<file path="src/rtl/pointer_unit.sv">
`default_nettype none
// +--------------------------------------------------------------------------+
// | Module   : pointer_unit                                                  |
// | Purpose  : Holds the two memory pointers P0/P1 and maps them onto the    |
// |            IP (fetch) and DP (data) roles via p_selector. IP increments  |
// |            on request, DP bytes load from the DI bus, the address bus is |
// |            driven from IP or DP, and DP bytes are sourced onto ALU B.    |
// | Ports    : clk, rst        - clock (CPU n_clk), sync active-high reset   |
// |            inc_ip          - IP <= IP+1                                  |
// |            p_selector      - 0: IP=P0/DP=P1, 1: IP=P1/DP=P0              |
// |            n_we_pl/n_we_ph - active-low DP low/high byte load from di    |
// |            di              - internal DI bus                             |
// |            addr_dp         - address source select (0: IP, 1: DP)        |
// |            n_oe_pl_alu/ph  - active-low DP byte drive onto alu_b         |
// |            n_mem_rdy       - active-low ready; high freezes pointers     |
// |            address, alu_b, alu_b_en, ip, dp - outputs                    |
// | Revision : 1.0 - initial release                                         |
// +--------------------------------------------------------------------------+
module pointer_unit #(
  parameter int          AW       = 16,
  parameter logic [AW-1:0] RESET_P0 = '0,
  parameter logic [AW-1:0] RESET_P1 = '0
) (
  input  logic          clk,
  input  logic          rst,
  input  logic          inc_ip,
  input  logic          p_selector,
  input  logic          n_we_pl,
  input  logic          n_we_ph,
  input  logic [7:0]    di,
  input  logic          addr_dp,
  input  logic          n_oe_pl_alu,
  input  logic          n_oe_ph_alu,
  input  logic          n_mem_rdy,
  output logic [AW-1:0] address,
  output logic [7:0]    alu_b,
  output logic          alu_b_en,
  output logic [AW-1:0] ip,
  output logic [AW-1:0] dp
);

  localparam logic [AW-1:0] C_ONE = {{(AW-1){1'b0}}, 1'b1};

  logic [AW-1:0]   r_p0;
  logic [AW-1:0]   r_p1;
  logic [AW-1:0]   w_ip_next;
  logic [AW-1:0]   w_dp_next;
  logic [AW-1:0]   w_p0_next;
  logic [AW-1:0]   w_p1_next;
  // Zero-extended copies so the high byte can be sliced for any AW >= 9.
  logic [AW+7:0]   w_di_ext;
  logic [AW+7:0]   w_dp_ext;

  assign w_di_ext = {{AW{1'b0}}, di};
  assign w_dp_ext = {8'h00, dp};

  // Role mapping follows the current selector.
  assign ip      = p_selector ? r_p1 : r_p0;
  assign dp      = p_selector ? r_p0 : r_p1;
  assign address = addr_dp ? dp : ip;

  // PL has priority over PH if both are asserted.
  always_comb begin
    alu_b    = 8'h00;
    alu_b_en = 1'b0;
    if (!n_oe_pl_alu) begin
      alu_b    = dp[7:0];
      alu_b_en = 1'b1;
    end else if (!n_oe_ph_alu) begin
      alu_b    = w_dp_ext[15:8];
      alu_b_en = 1'b1;
    end
  end

  // Next values are computed in role space and mapped back to P0/P1 with
  // the selector seen at this edge, so a swap on the same edge increments
  // the old IP register (return link).
  always_comb begin
    w_ip_next = inc_ip ? (ip + C_ONE) : ip;
    w_dp_next = dp;
    if (!n_we_pl) begin
      w_dp_next[7:0] = di;
    end
    if (!n_we_ph) begin
      w_dp_next[AW-1:8] = w_di_ext[AW-9:0];
    end
    if (p_selector) begin
      w_p0_next = w_dp_next;
      w_p1_next = w_ip_next;
    end else begin
      w_p0_next = w_ip_next;
      w_p1_next = w_dp_next;
    end
  end

  always_ff @(posedge clk) begin
    if (rst) begin
      r_p0 <= RESET_P0;
      r_p1 <= RESET_P1;
    end else if (!n_mem_rdy) begin
      r_p0 <= w_p0_next;
      r_p1 <= w_p1_next;
    end
  end

endmodule
`default_nettype wire

</file>
<file path="config.mk">
export PLATFORM = sky130hd
export DESIGN_NAME = pointer_unit
export DESIGN_NICKNAME = d
export VERILOG_FILES = /design/src/rtl/pointer_unit.sv
export SDC_FILE = /design/constraint.sdc
export NUM_CORES = 1
export LEC_CHECK = 0
export ABC_AREA = 1
export CORE_ASPECT_RATIO = 2
export CORE_MARGIN = 2
export CORE_UTILIZATION = 54
export DETAILED_ROUTE_END_ITERATION = 16
export HOLD_SLACK_MARGIN = 0.1
export PLACE_DENSITY = 0.93
export SLEW_MARGIN = 20
export SYNTH_ARGS = -nofsm -noshare
export SYNTH_HDL_FRONTEND = slang
export SYNTH_SLANG_ARGS = --single-unit
</file>
<file path="constraint.sdc">
create_clock -name clk -period 3.5 [get_ports clk]
set_input_delay 0.525 -clock clk [delete_from_list [all_inputs] [get_ports clk]]
set_output_delay 0.525 -clock clk [all_outputs]
set_load 0.01 [all_outputs]
</file>
Yosys cells after proc, flatten, opt, wreduce, memory -nomap -nowiden --
Cells that the tools add are included.
Cells by class: $add $sub $neg 1, multipliers 0, div/mod/pow operators 0, magnitude comparators 0, eq/ne operators 0, shift operators 0, multiplexer cells 12, bitwise logic cells 0, reduce and logical (&&, ||, !) cells 0
Operators by type and width (number):
- 16-bit 2-to-1 mux | 6
- 8-bit 2-to-1 mux | 4
- 16-bit by 1-bit adder with 16-bit output, second input constant | 1
- 1-bit 2-to-1 mux | 2
Word-level totals: register bits after elaboration 32, latch bits 0, memory bits (writable) 0, ROM bits 0, input port bits 18, word-level logic and storage cells 15, memories 0

Logic depth before layout (Yosys ltp) --
word-level depth 4, depth in mapped cells 17, gate-level depth less buffers 15

Least setup slack after synthesis --
OpenSTA, ideal clock, no wires.
kind input -> register, start point input port p_selector, end point register r_p0[10], data arrival time 2.042 ns, path slack 1.323 ns, cell stages on the path 16, path through buf_6 > inv_4 > buf_12 > nand2_1 > o21ai_2 > inv_1 > ha_1 > nand2_1 > inv_1 > nand2_1 > nor2_2 > nand2_2 > o21ai_0 > nand3_1 > nand2_1 > a21oi_1
Between the ends: cells in the longest elaborated chain, start to end 4, elaborated cells between the ends (all ways) 6, those cells by class 1 x add/sub; 5 x mux
RTL lines:
- from (decl) | RTL line 27 | input logic p_selector,
- 16-bit 2-to-1 mux | RTL line 58 | assign ip = p_selector ? r_p1 : r_p0;
- via ip[0] | RTL line 38 | output logic [AW-1:0] ip,
- 16-bit by 1-bit adder with 16-bit output | RTL line 79 | w_ip_next = inc_ip ? (ip + C_ONE) : ip;
- 16-bit 2-to-1 mux | RTL line 79
- 16-bit 2-to-1 mux | RTL line 87 | if (p_selector) begin
- to (signal assigned) | RTL line 101 | r_p0 <= w_p0_next;
- to (decl) | RTL line 44 | logic [AW-1:0] r_p0;
The timed path passes the listed nets, and every way through them passes these cells. A chain may end at the register's enable or synchronous reset.

Worst setup path in the final report --
start point input port p_selector, end point output port address[3]
Between the ends: cells in the longest elaborated chain, start to end 2, elaborated cells between the ends (all ways) 3, those cells by class 3 x mux
RTL lines:
- 16-bit 2-to-1 mux (on tied branches) | RTL line 58, 59
- 16-bit 2-to-1 mux (*) | RTL line 60 | assign address = addr_dp ? dp : ip;
- to (decl) | RTL line 35 | output logic [AW-1:0] address,
Mark *: on every way between the ends. The rest lies on a longest branch, timed or not.

==> results by group <==
Status
  – Status: completed

Global routing
  – Number of global-route vias before repair: 3396
  – Antenna violations before repair: 0
  – Total global-route track usage: 32.3%
  – First-pass GRT wire length: 15500 um
  – Largest net degree at the start of global routing: 89
  – GRT Residual Overflow: 0

Placed design
  – Routability cong.: 0.996
  – DP HPWL: 7220 um
  – Placed cell count: 630
  – Pre-CTS setup slack: 0.665 ns
  – Port Buf Inserts: 74

STA
  – Fin crit period: 2.85 ns
  – RSZ-0062 raised after global routing: false
  – Slew @ Worst Pin: 0.660 ns
  – Setup TNS: 0 ns
  – Hold Violations, Final: 0
  – Final setup skew: 0.00927 ns
  – Final-report setup violation count: 0
  – Max Slew Vio Count: 0
  – Max-slew headroom: 55.9%
  – Period utilization: 81.3%
  – Fmax: 351 MHz
  – Final setup margin: 0.653 ns

Synthesis
  – Yosys cell types: 32
  – Top cells by area, synth: nand2_1 (23%), dfxtp_1 (21%), o21ai_0 (8.3%), a21oi_1 (7.3%), inv_1 (6.9%)
  – Post-synth EDFFs: 0
  – Post-synthesis async set-or-reset flop share: 0%
  – Post-synthesis sequential area ratio: 21.4%
  – Synth Instances: 521
  – Seq cells post-synth: 32
  – Synthesized net count: 540
  – Post-synthesis area per instance: 5.75 um2
  – Post-Synthesis Cell Area: 3000 um2
  – Synth top area share: 23.2%
  – Cell taking the most area after synthesis: nand2_1
  – Yosys warnings: 0
  – Top_reg_cell synth: dfxtp_1

CTS
  – CTS H-Tree Depth: 2
  – CTS root buf: clkbuf_8
  – Sink Count: 32
  – Max Buffers Root-to-Sink: 2
  – Post-CTS resize count: 0
  – Setup Fix Bufs, Post-CTS: 0
  – CTS Hold Buffers Added: 0
  – Total CTS buffers: 5
  – Insertion delay to the later sink of the worst-skew pair: 0.31 ns
  – Clock transition at path regs: 0.07 ns
  – CTS tree: done

Floorplanning
  – DIE AREA: 6200 um2
  – Die Height: 109 um
  – Core ar.: 5370 um2
  – Num ports: 75
  – Std-Cell Rows: 38
  – DIE WIDTH: 56.7 um
  – Initial core utilization: 55.8%

Drt
  – DRT antenna net count: 0
  – DRT Pass-1 Iters: 5
  – Drt drc: 0
  – Via density: 5.77
  – Final WL: 9840 um
  – DR vias: 3684
  – 1st-iter DRT viols: 276
  – DR WL/cell: 15.4 um

Worst setup path
  – CP max FO: 56
  – CP Class: in2out
  – CP Cell Sequence: buf_2 -> inv_4 -> nand2_1 -> nand2_2 -> inv_1 -> o21ai_0 -> clkdlybuf4s50_1
  – CP Buf/Inv Count: 4
  – CP max-delay cell: clkdlybuf4s50_1
  – CP required: 2.97 ns
  – Startpoint class of the critical path: input port
  – Largest stage delay, worst path: 0.60 ns
  – Crit end category: output pin
  – Delay-heaviest family, CP: buffers and inverters
  – Arrival @ worst endpoint: 2.32 ns

Hold path
  – Hold crit path type: reg2reg

Cells and area
  – Final Util: 70.4%
  – Antenna Cells: 0
  – Layout net count: 596
  – Layout cells sized above 1: 9.86%
  – Area growth from synthesis to layout: 26.1%
  – Fin cells: 638

Power
  – Power per cell area: 310 nW/um2
  – Maximum VDD drop: 0.288 mV
  – Static Leak: 0.00163 uW

Run
  – Max Cap Violations: 0
state kept, by name, indices dropped and copies added, names as in the netlist:
signal and flops:
r_p0 16, r_p1 16
area by class of cell:
cell class | instances | area, um2
clock buffers | 8 | 90.1
fillers | 456 | 1590
inverters | 59 | 224
multi-input cells | 400 | 1970
flip-flops and latches | 32 | 641
well taps | 60 | 75.1
repair buffers | 79 | 786
per-stage QoR:
stage	power [uW]	hold slack [ns]	area [um2]
floorplan	672	0.445	3000
finish	1170	0.479	3780
detailed placement	852	0.469	3690
global placement	842	0.455	3690
CTS	1160	0.480	3780
global route	1230	0.495	3780
final timing paths:
| kind | cells after the start | slack (ns) | startpoint | endpoint |
|---|---|---|---|---|
| setup / recovery | 7 | 0.65 | p_selector | address[3] |
| setup reg to reg | 14 | 1.53 | r_p0[0] | r_p0[10] |
| hold reg to reg | 2 | 0.48 | r_p1[11] | r_p1[11] |
| hold / removal | 2 | 0.48 | r_p1[11] | r_p1[11] |
logic make-up after synthesis:
family	synth area share (%)
AND/OR/NAND/NOR	39.6
AO/OA/AOI/OAI	22.0
buffers and inverters	13.1
flip-flops	21.4
multiplexers	2.00
XOR/XNOR	1.46
adder cells (fa/ha/maj)	0.417
where the power goes:
part           internal [uW]  switching (uW)  leakage (uW)  total [uW]
registers                389            20.5      0.000264         410
logic                    187             257       0.00132         444
clock network            161             157     0.0000455         318
total                    737             435       0.00163        1170
cells in the mapped netlist (2+ instances only):
master	n
dfxtp_1	32
nor2_4	4
buf_1	4
nand2_4	5
a21oi_1	44
buf_2	6
buf_6	2
inv_1	55
nand4_1	2
nand3_1	30
a31oi_1	2
a21oi_2	4
xor2_1	5
o21a_1	2
o211ai_1	8
o21ai_0	50
clkbuf_1	16
o21ai_1	10
nand2_1	185
nor2_1	12
nand2_2	22
o21ai_2	2
buf_12	2
mux2i_1	6
nor2_2	3
inv_2	2
cell usage in the layout (no fill, tap or decap), drive strengths merged:
master,n
a21oi,48
clkinv,1
ha,1
buf,6
inv,58
nor2,19
a31oi,2
nand3,30
or2,1
nand2,212
clkdlybuf4s50,73
xor2,5
dfxtp,32
nor3,1
o211ai,8
nand4,3
clkbuf,8
mux2i,6
o21a,2
o21ai,62
layer usage:
| layer | GRT usage, % | wire, um | vias to the layer above |
|---|---|---|---|
| li1 | - | - | 1778 |
| met1 | 32.9 | 3460 | 1656 |
| met2 | 56.7 | 4950 | 195 |
| met3 | 5.76 | 660 | 55 |
| met4 | 25.5 | 770 | 0 |
| met5 | 0 | 0 | - |
worst register-to-register path, delay by kind of cell, from the launching register on:
kind                     cells  cell delay [ns]
adder cells (fa/ha/maj)      1             0.17
buffers and inverters        3             0.25
AND/OR/NAND/NOR              7             0.67
flip-flops                   1             0.35
AO/OA/AOI/OAI                3             0.39
Power figures use the tool's default switching activity.
